## config.mk

```make
export PLATFORM = sky130hd
export DESIGN_NAME = ring_shift_n
export DESIGN_NICKNAME = d
export VERILOG_FILES = /design/src/rtl/ring_shift_n.sv
export SDC_FILE = /design/constraint.sdc
export NUM_CORES = 1
export LEC_CHECK = 0
export CORE_MARGIN = 5
export CORE_UTILIZATION = 35
export DETAILED_ROUTE_END_ITERATION = 8
export MAX_ROUTING_LAYER = met4
export PLACE_DENSITY = 0.73
export SETUP_SLACK_MARGIN = 0.15
export SYNTH_ARGS = -nofsm -noshare
export SYNTH_HDL_FRONTEND = slang
export SYNTH_SLANG_ARGS = --single-unit
```

## constraint.sdc

```tcl
create_clock -name clk -period 1.3 [get_ports clk]
set_input_delay 0.26 -clock clk [delete_from_list [all_inputs] [get_ports clk]]
set_output_delay 0.26 -clock clk [all_outputs]
set_load 0.03 [all_outputs]
```

## src/rtl/ring_shift_n.sv

```systemverilog
// Parametrised ring / Johnson / serial-shift register with parallel load,
// direction control, a modulo-WIDTH step counter and a one-cycle wrap pulse.
module ring_shift_n #(
  parameter int               WIDTH     = 5,
  parameter logic [WIDTH-1:0] RESET_VAL = '0
) (
  input  logic                       clk,
  input  logic                       clear,
  input  logic                       en,
  input  logic [1:0]                 mode,
  input  logic                       dir,
  input  logic                       sin,
  input  logic [WIDTH-1:0]           load_val,
  output logic [WIDTH-1:0]           q,
  output logic [$clog2(WIDTH)-1:0]   step_cnt,
  output logic                       wrap
);

  localparam int CW = $clog2(WIDTH);

  localparam logic [1:0] MODE_RING    = 2'b00;
  localparam logic [1:0] MODE_JOHNSON = 2'b01;
  localparam logic [1:0] MODE_SHIFT   = 2'b10;
  localparam logic [1:0] MODE_LOAD    = 2'b11;

  logic [WIDTH-1:0] q_reg, q_next;
  logic [WIDTH-1:0] shl_next, shr_next;
  logic [CW-1:0]    cnt_reg, cnt_next;
  logic             wrap_reg, wrap_next;
  logic             exit_bit, entry_bit, cnt_last;

  assign exit_bit = dir ? q_reg[0] : q_reg[WIDTH-1];

  always_comb begin
    entry_bit = sin;
    case (mode)
      MODE_RING:    entry_bit = exit_bit | sin;
      MODE_JOHNSON: entry_bit = ~exit_bit;
      MODE_SHIFT:   entry_bit = sin;
      default:      entry_bit = sin;
    endcase
  end

  // Both shift directions are built in parallel; dir just picks one.
  generate
    for (genvar gi = 0; gi < WIDTH; gi++) begin : g_stage
      if (gi == 0) begin : g_lsb
        assign shl_next[gi] = entry_bit;
      end else begin : g_up
        assign shl_next[gi] = q_reg[gi-1];
      end
      if (gi == WIDTH-1) begin : g_msb
        assign shr_next[gi] = entry_bit;
      end else begin : g_down
        assign shr_next[gi] = q_reg[gi+1];
      end
    end
  endgenerate

  // Counter rolls over at WIDTH-1, not at 2^CW-1.
  assign cnt_last = (cnt_reg == CW'(WIDTH-1));

  always_comb begin
    q_next    = q_reg;
    cnt_next  = cnt_reg;
    wrap_next = 1'b0;
    if (en) begin
      if (mode == MODE_LOAD) begin
        q_next   = load_val;
        cnt_next = '0;
      end else begin
        q_next    = dir ? shr_next : shl_next;
        cnt_next  = cnt_last ? '0 : cnt_reg + CW'(1);
        wrap_next = cnt_last;
      end
    end
  end

  always_ff @(posedge clk) begin
    if (clear) begin
      q_reg    <= RESET_VAL;
      cnt_reg  <= '0;
      wrap_reg <= 1'b0;
    end else begin
      q_reg    <= q_next;
      cnt_reg  <= cnt_next;
      wrap_reg <= wrap_next;
    end
  end

  assign q        = q_reg;
  assign step_cnt = cnt_reg;
  assign wrap     = wrap_reg;

endmodule

```

==> out/summary.json <==
{
  "route": {
    "met2WireLength_um": 643,
    "via_per_inst": 5.34,
    "drt-initial-drc-count": 13,
    "drt_pass1_iterations": 4,
    "count_of_nets_left_with_antenna_violations_after_detail_routing": 0,
    "mean_routed_wirelength_per_cell_um": 12.6,
    "detail_route.wirelength_um": 1370,
    "total_number_of_vias": 577,
    "maxUsedRoutingLayer": "met4",
    "m1WireLength_um": 611,
    "post-route-drc-count": 0,
    "met3RoutedLength_um": 96
  },
  "die": {
    "placeableCoreArea_um2": 1540,
    "start_util": 0.379,
    "die_area_um2": 2590,
    "die_w_um": 50.9,
    "ioPinCount": 21,
    "die_h_um": 50.9,
    "std_cell_rows": 14
  },
  "synth": {
    "syn_avg_cell_area_um2": 8.99,
    "synth_compound_gate_area_share": 0.212,
    "yosysWarningCount": 0,
    "synth_enable_flop_cells": 0,
    "ys_async_sr_fraction": 0,
    "ys.flop_type": "dfxtp_1",
    "muxShareOfSynthArea": 0.0857,
    "synthDominantCellAreaShare": 0.308,
    "post_synth_num_cell_types": 26,
    "dominant_combinational_cell_family_by_area_after_synthesis": "simple AND/OR/NAND/NOR gates",
    "yosys.area_share.xor_xnor": 0,
    "syn-instance-count": 65,
    "synth.area.top_cells": "dfxtp_1 31%, mux2i_1 8.6%, nand2b_1 8.6%, o211ai_2 6.4%, a21oi_2 4.5%",
    "area_share_of_and_or_nand_nor_cells_after_synthesis": 0.268,
    "synth_top_area_cell": "dfxtp_1",
    "synth_nets": 79,
    "synth_adder_area_share": 0.0428,
    "synth_sequential_area_ratio": 0.308,
    "synth.ff_latch_count": 9,
    "mappedNetlistArea_um2": 584
  },
  "setup_path": {
    "path_cells": "clkdlybuf4s15_2",
    "regToRegStartpoint": "step_cnt[0]$_SDFFE_PP0P_",
    "worst-setup-path-type": "reg2out",
    "worst_setup_path_end_kind": "output pin",
    "timing.critical_path.arrival_ns": 0.86,
    "critical-path-slowest-cell": "dfxtp_1",
    "reg2reg_depth": 4,
    "worst_ep_required_time_ns": 1.04,
    "critical_path.max_fanout": 1,
    "worstPathBufferInverterCount": 1,
    "worstSetupStartpointType": "register",
    "crit-reg2reg-capture": "step_cnt[2]$_SDFFE_PP0P_",
    "critPathTopFamily": "flip-flops",
    "rrSetupSlack_ns": 0.22,
    "critical_path.max_stage_delay_ns": 0.31
  },
  "cts": {
    "cts-htree-levels": 1,
    "post_cts.repair.setup_buffers": 0,
    "clockRootBuffer": "clkbuf_4",
    "hold_buffers": 0,
    "number_of_buffers_on_the_longest_clock_path": 2,
    "cts_tree": "built",
    "numClockSinks": 9,
    "clkLatencyLatePin_ns": 0.26,
    "cts_made_buffers": 3,
    "cts.reportedPaths.clkPinSlew_ns": 0.06
  },
  "sta": {
    "final_report_max_slew_violation_count": 0,
    "setup_tns_ns": 0,
    "timing_worst_slew_pin_value_ns": 0.318,
    "relSlewSlack": 0.788,
    "grt_setup_unrepaired": "no",
    "setup_viol": 0,
    "timing.final.crit_share": 0.860,
    "finalWorstPathRequiredPeriod_ns": 1.12,
    "hold_viol": 0,
    "timing.clock.skew_ns": 0.000500,
    "max_clock_freq_mhz": 895
  },
  "layout": {
    "final_cell_mix": "12 x buf_4, 8 x nand2b_1, 7 x clkdlybuf4s50_1",
    "fin_nets": 107,
    "area.growth.synth_to_final_pct": 46.0,
    "stdcell_count": 108,
    "n_fill_cell": 156,
    "drive_gt1_frac": 0.391,
    "antenna_cells_inserted": 0,
    "layout.cells.most_common": "buf_4",
    "largest_reg_flops": 5
  },
  "global_route": {
    "number_of_antenna_violations_at_the_first_check_in_global_routing": 0,
    "globalRoute.totalOverflow": 0,
    "grt_pass1_wl_um": 2410,
    "grt_max_degree": 10,
    "first_global_vias": 579,
    "grtUsageTotal": 0.123
  },
  "power_and_ir_drop": {
    "vdd_drop_max_mv": 0.430,
    "cellPowerDensity_nw_per_um2": 855,
    "p_leak_nw": 0.367
  },
  "placed_design": {
    "hpwl_um": 1020,
    "place.port_buffers": 20,
    "gp_routability_congestion": 0.863,
    "placed_cells": 104
  },
  "hold_path": {
    "timing.hold.worst_endpoint": "q[4]$_SDFFE_PP0P_",
    "hold_depth": 3,
    "timing.hold.worst.start": "load_val[4]",
    "min-delay-path-class": "in2reg"
  },
  "run": {
    "max_cap_violations": 0
  },
  "run_status": {
    "run_status": "completed"
  }
}
-- through the flow --
stage               utilization  hold slack (ns)  total power, W  instance area (um^2)  worst slack, ns
floorplan                     -            0.430        0.000427                   589            0.176
global placement          0.533            0.474        0.000513                   822           -0.205
detailed placement        0.533            0.490        0.000515                   822           -0.233
CTS                       0.545            0.501        0.000732                   841           0.0513
global route              0.554            0.405        0.000771                   853            0.151
finish                    0.554            0.358        0.000730                   853            0.182
-- worst max-delay path by stage --
stage	slack, ns	startpoint	cells past startpoint	to
2_1_floorplan	0.18	step_cnt[1]$_SDFFE_PP0P_	5	step_cnt[2]$_SDFFE_PP0P_
3_3_place_gp	-0.21	dir	5	q[4]$_SDFFE_PP0P_
6_report	0.18	wrap$_SDFF_PP0_	1	wrap
5_1_grt	0.15	q[4]$_SDFFE_PP0P_	1	q[4]
3_5_place_dp	-0.23	dir	5	q[4]$_SDFFE_PP0P_
4_1_cts	0.05	step_cnt[0]$_SDFFE_PP0P_	1	step_cnt[0]
-- where the power goes --
| group | switching [W] | internal, W | leakage, nW |
|---|---|---|---|
| logic | 0.000101 | 0.000101 | 0.277 |
| registers | 0.0000157 | 0.000290 | 0.0750 |
| clock network | 0.000104 | 0.000119 | 0.0150 |
| total | 0.000221 | 0.000509 | 0.367 |
-- kinds of logic after synthesis --
family	count (synthesis)
simple gates	26
compound gates	16
flops	9
buf+inv	7
mux	5
fa+ha+maj	2
-- Yosys cell counts, types with 2 or more instances --
cell / instances
dfxtp_1: 9
nand2b_1: 8
a21oi_1: 5
mux2i_1: 5
nand2_2: 4
a21oi_2: 3
inv_1: 3
nand2_1: 3
nor3_1: 3
o211ai_2: 3
buf_4: 2
buf_6: 2
ha_1: 2
-- layout make-up --
cell class	instances	area (um^2)	share of cell area
multi-input cells	49	369	0.433
inverters	3	11.3	0.0132
clock buffers	4	26.3	0.0308
repair buffers	27	240	0.282
flip-flops and latches	9	186	0.218
well taps	16	20.0	0.0235
-- metal layers --
layer | up-vias | global-route usage
met4 | 0 | 0.0723
met3 | 2 | 0.0378
li1 | 285 | -
met5 | - | -
met2 | 22 | 0.180
met1 | 268 | 0.147
-- repair_timing --
item | 4_1_cts | 5_1_grt
endpoints found under the hold margin | 0 | 0
setup endpoints to repair | 11 | 4
pin swaps | 0 | 3
resized for setup | 13 | 6
Power figures use the tool's default switching activity.
==> RTL edit 1: new RTL, config.mk and constraints unchanged <==
`WIDTH`: 5 -> 10.
--- a/src/rtl/ring_shift_n.sv
+++ b/src/rtl/ring_shift_n.sv
@@ -1,7 +1,7 @@
 // Parametrised ring / Johnson / serial-shift register with parallel load,
 // direction control, a modulo-WIDTH step counter and a one-cycle wrap pulse.
 module ring_shift_n #(
-  parameter int               WIDTH     = 5,
+  parameter int               WIDTH     = 10,
   parameter logic [WIDTH-1:0] RESET_VAL = '0
 ) (
   input  logic                       clk,
Interface: changed (resized load_val, q and step_cnt); port bits go from 21 to 32. No check against the original RTL was run, so the function may have changed too.
==> RTL edit 1 against the unedited design <==
- worst setup slack got worse by 0.026 ns
- synthesized cell count rose by 55%
- core utilization up 2.6 points
- final cell count is 65% higher
- final area rose by 67%
- sequential share of layout area up 0.93 points
- combinational power increased by 67%
- clock skew hardly changed
- count of clock-buffer cells in the layout did not move
- power grew 53%
- synthesized area increased by 53%
- routed wire length is 80% higher
- sequential cell count grew 6
- largest power group unchanged
==> RTL edit 1: results (changes against the unedited design) <==
OUTCOME='complete, no violations'  # unchanged
SYNTH_COMPOUND_GATE_AREA_SHARE_PCT=26.7  # was 21.2%
CTS_CLOCK_PIN_SLEW_FOR_THE_WORST_SETUP_AND_HOLD_PATHS_NS=0.09  # was 0.06 ns
GRT_MAX_DEGREE=16  # was 10
GRT_USAGE_PCT=14.3  # was 12.3%
POST_DP_CELL_AREA_UM2=1310  # was 822 um2
POST_SYNTHESIS_SEQUENTIAL_AREA_RATIO_PCT=33.6  # was 30.8%
AVGROUTEDWIREPERCELL_UM=13.8  # was 12.6 um
SEQ-CELL-SHARE_PCT=22.8  # was 21.8%
INV_COUNT=5  # was 3
CRIT_PATH_START='step_cnt[1]'  # was wrap
SYNTH.MUX.AREA_FRACTION_PCT=10.1  # was 8.57%
MET1_TRACK_DEMAND_OVER_RESOURCE_IN_GLOBAL_ROUTING_PCT=15.5  # was 14.7%
HOLDWS_NS=0.451  # was 0.358 ns
IR_WORST_VDD_mV=0.700  # was 0.430 mV
MULTI_INPUT_AREA_UM2=547  # was 369 um2
LAYOUT_CELLS_SIZED_ABOVE_1_PCT=45.9  # was 39.1%
POST_DRT_VIA_CELL_RATIO=5.18  # was 5.34
ROUTED-WL-MET3_UM=133  # was 96 um
CLKSINKCOUNT=15  # was 9
POST_SYNTHESIS_CELL_TYPE_COUNT=30  # was 26
P_LEAK_uW=0.000623  # was 0.000367 uW
HOLDPATHEND='wrap'  # was q[4]
TIGHTEST_SLEW_NS=0.243  # was 0.318 ns
CLKCELLAREAFRAC_PCT=1.85  # was 3.08%
IO_BUFFERS=31  # was 20
SLOWEST_DELAY_NS=0.37  # was 0.31 ns
WORST_SKEW_PAIR.LATE_LATENCY_NS=0.29  # was 0.26 ns
WIRELENGTH_MET1_UM=997  # was 611 um
ROUTED_WIRELENGTH_UM=2460  # was 1370 um
FINAL_CORE_UTIL_PCT=58.0  # was 55.4%
[RTL edit 1: cell types whose count changed after synthesis, moves of 3 or more]
cell	unedited run	this run
nand2_1	3	19
nand2b_1	8	1
dfxtp_1	9	15
a21oi_1	5	10
mux2i_1	5	9
o211ai_2	3	7
nor2_1	1	4
[RTL edit 1: critical path, delay by kind of cell (launching register included)]
kind / cells / cell delay, ns
and+or+nand+nor: 2 / 0.43
DFF: 1 / 0.37
AOI/OAI and AO/OA: 1 / 0.16
buffers and inverters: 1 / 0.11
[RTL edit 1: logic make-up after synthesis]
logic type      Yosys count
mux                       9
simple gates             34
flops                    15
compound gates           30
fa+ha+maj                 2
buf+inv                  11
[RTL edit 1: what timing repair did]
action	in CTS	in global routing
setup endpoints to repair	17	15
pin swaps	8	2
setup buffers	3	0
gates resized for setup	22	11
[RTL edit 1: power by group]
part / internal (uW) / total, uW / switching, uW
combinational: 174 / 337 / 163
clock: 119 / 271 / 151
sequential: 483 / 511 / 28.5
total: 776 / 1120 / 343
==> RTL edit 2: new RTL, same settings <==
Made on the original files. Register the output `step_cnt` once more; this adds one clock of latency there. The other outputs are not delayed to match.
--- a/src/rtl/ring_shift_n.sv
+++ b/src/rtl/ring_shift_n.sv
@@ -89,7 +89,9 @@
   end
 
   assign q        = q_reg;
-  assign step_cnt = cnt_reg;
+  always_ff @(posedge clk) begin
+    step_cnt <= cnt_reg;
+  end
   assign wrap     = wrap_reg;
 
 endmodule
Check against the original RTL: not equivalent (a bounded check fails within 4 cycles, from zero or initial values).
==> RTL edit 2 against the unedited design <==
- synthesized area is 4.9% higher
- register-to-register slack better by 0.03 ns
- fmax is 0.35% higher
- final area is 4.4% higher
- power is 23% higher
- sequential cell count is 3 higher
- worst setup slack better by 0.0038 ns
- via count is 5.5% higher
- global-route usage is 1.6 points higher
- routed wire length is 16% higher
- first-iteration DRC count is 54% lower
- non-clock buffer count is 3 higher
- count of clock-buffer cells in the layout stayed put
- critical path type unchanged
==> RTL edit 2: results (changes against the unedited design) <==
OUTCOME='complete, no violations'  # unchanged
IO_BUFFERS=20  # unchanged
POWER_SWITCHING_uW=239  # was 221 uW
CRIT_FAMILY='flip-flops'  # unchanged
CLOCK_TREE_SKEW_AFTER_FINAL_LAYOUT_NS=0.00457  # was 0.000500 ns
ROUTED_WIRELENGTH_UM=1590  # was 1370 um
CPMAXSTAGEDELAYCELL='dfxtp_1'  # unchanged
MAPPEDNETLISTNETS=82  # was 79
AVERAGE_INSTANCE_AREA_AFTER_SYNTHESIS_UM2=9.02  # was 8.99 um2
ANTENNA_LEFT=0  # unchanged
ANTENNA_FOUND_INITIAL=0  # unchanged
YS_ASYNC_SR_FRACTION_PCT=0  # unchanged
FIRST_ITERATION_DETAILED_ROUTING_DRC_COUNT=6  # was 13
TIGHTEST_SLEW_NS=0.325  # was 0.318 ns
DRTPASS1ITERATIONS=4  # unchanged
POST_SYNTHESIS_SEQUENTIAL_AREA_RATIO_PCT=39.2  # was 30.8%
LAYOUT_CELLS_SIZED_ABOVE_1_PCT=35.1  # was 39.1%
AVGROUTEDWIREPERCELL_UM=13.9  # was 12.6 um
CRITICAL_PATH_PEAK_FANOUT=4  # was 1
GRT_USAGE_PCT=13.9  # was 12.3%
GRT_MAX_DEGREE=10  # unchanged
SYNTH_FF_TYPE='dfxtp_1'  # unchanged
HTREEDEPTH=1  # unchanged
P_LEAK_uW=0.000382  # was 0.000367 uW
PLACE_WORST_SETUP_SLACK_NS=-0.294  # was -0.233 ns
GLOBALPLACE.CONGESTION=0.811  # was 0.863
MAX-CLOCK-PATH-BUFFERS=2  # unchanged
TRITONCTS.NUM_BUFFERS=3  # unchanged
POST_SYNTHESIS_CELL_TYPE_COUNT=23  # was 26
WORST_EP_ARRIVAL_TIME_NS=0.85
SYNTH_COMMON_CELLS='dfxtp_1, a21oi_1, nand2_1'  # was dfxtp_1, nand2b_1, a21oi_1, mux2i_1, nand2_2
CLOCKROOTBUFFER='clkbuf_4'  # unchanged
VIA_COUNT=609  # was 577
CTS_CLOCK_PIN_SLEW_FOR_THE_WORST_SETUP_AND_HOLD_PATHS_NS=0.08  # was 0.06 ns
GRT_PASS1_WL_UM=2680  # was 2410 um
FIRST_GLOBAL_VIAS=594  # was 579
SLOWEST_DELAY_NS=0.40  # was 0.31 ns
POST-DP-HPWL_UM=1160  # was 1020 um
SYNTHTOPCELLSBYAREA='dfxtp_1, a21oi_1, nand3b_1, o211ai_1, mux2_2'  # was dfxtp_1, mux2i_1, nand2b_1, o211ai_2, a21oi_2
WORST_SKEW_PAIR.LATE_LATENCY_NS=0.27
DIODES=0  # unchanged
LARGEST_REGISTER_FFS=5  # unchanged
HP-CLASS='reg2reg'  # was in2reg
IR_WORST_VDD_mV=0.517  # was 0.430 mV
YOSYS_WARNING_COUNT=0  # unchanged
## RTL edit 2: cell count changes in the layout (fill, tap and decap cells not counted), moves of 3 or more
| cell | unedited run | this run |
|---|---|---|
| nand2b_1 | 8 | 0 |
| mux2i_1 | 5 | 0 |
| o211ai_1 | 0 | 5 |
| nand2_1 | 3 | 7 |
| nand2_2 | 4 | 0 |
| nand3b_1 | 1 | 5 |
| mux2_2 | 0 | 3 |
| o211ai_2 | 3 | 0 |
## RTL edit 2: timing repair
item	in CTS	in global routing
pin swaps	0	1
gates resized for setup	16	14
setup endpoints to repair	11	9
buffers inserted	1	0
## RTL edit 2: metrics by stage
stage               util, %  setup TNS [ns]  cell area [um2]  hold WS [ns]
global placement       50.4           -1.42              852         0.367
detailed placement     50.4           -1.54              852         0.370
global route           52.7               0              891         0.397
floorplan                 -               0              613         0.355
CTS                    53.3               0              901         0.380
finish                 52.7               0              891         0.381
## RTL edit 2: layout make-up
type,count,area (um2)
multi-input combinational,45,317
timing repair buffer,30,249
inverter,6,22.5
fill,161,798
clock buffer,4,36.3
sequential,12,245
tap,17,21.3
## RTL edit 2: cell families (layout without fill, tap and decap cells)
| logic type | after synthesis | count (layout) | share of synthesized area [%] |
|---|---|---|---|
| mux | 3 | 3 | 5.51 |
| compound gates | 21 | 21 | 24.1 |
| flops | 12 | 12 | 39.2 |
| buf+inv | 11 | 40 | 9.79 |
| fa+ha+maj | 2 | 2 | 4.08 |
| simple gates | 19 | 19 | 17.3 |
## RTL edit 2: final timing paths
path,to,start,depth (start not counted),slack (ns)
worst max-delay path,q[2],q[2],1,0.19
worst min-delay path,step_cnt[2],cnt_reg[2],0,0.38
worst max register to register,cnt_reg[2],cnt_reg[0],5,0.25
worst min register to register,step_cnt[2],cnt_reg[2],0,0.38
## RTL edit 2: power by group through the flow
stage	registers, uW	logic (uW)	clock network [uW]
2_1_floorplan	433	83.2	0
3_3_place_gp	410	190	0
3_5_place_dp	410	193	0
4_1_cts	402	193	312
5_1_grt	406	214	327
6_report	403	195	297
## RTL edit 2: worst register-to-register path: stages, from the launching register on
cell and delay [ns]:
dfxtp_2 0.36, inv_1 0.06, ha_1 0.20, a211oi_1 0.17
o21ai_1 0.08, a21oi_1 0.12
## RTL edit 2: per-layer routing
| layer | GRT usage, % | vias up | routed length [um] |
|---|---|---|---|
| met3 | 1.72 | 4 | 85 |
| met1 | 16.9 | 279 | 681 |
| met4 | 10.0 | 0 | 36 |
| li1 | - | 305 | - |
| met5 | - | - | 0 |
| met2 | 20.9 | 21 | 786 |
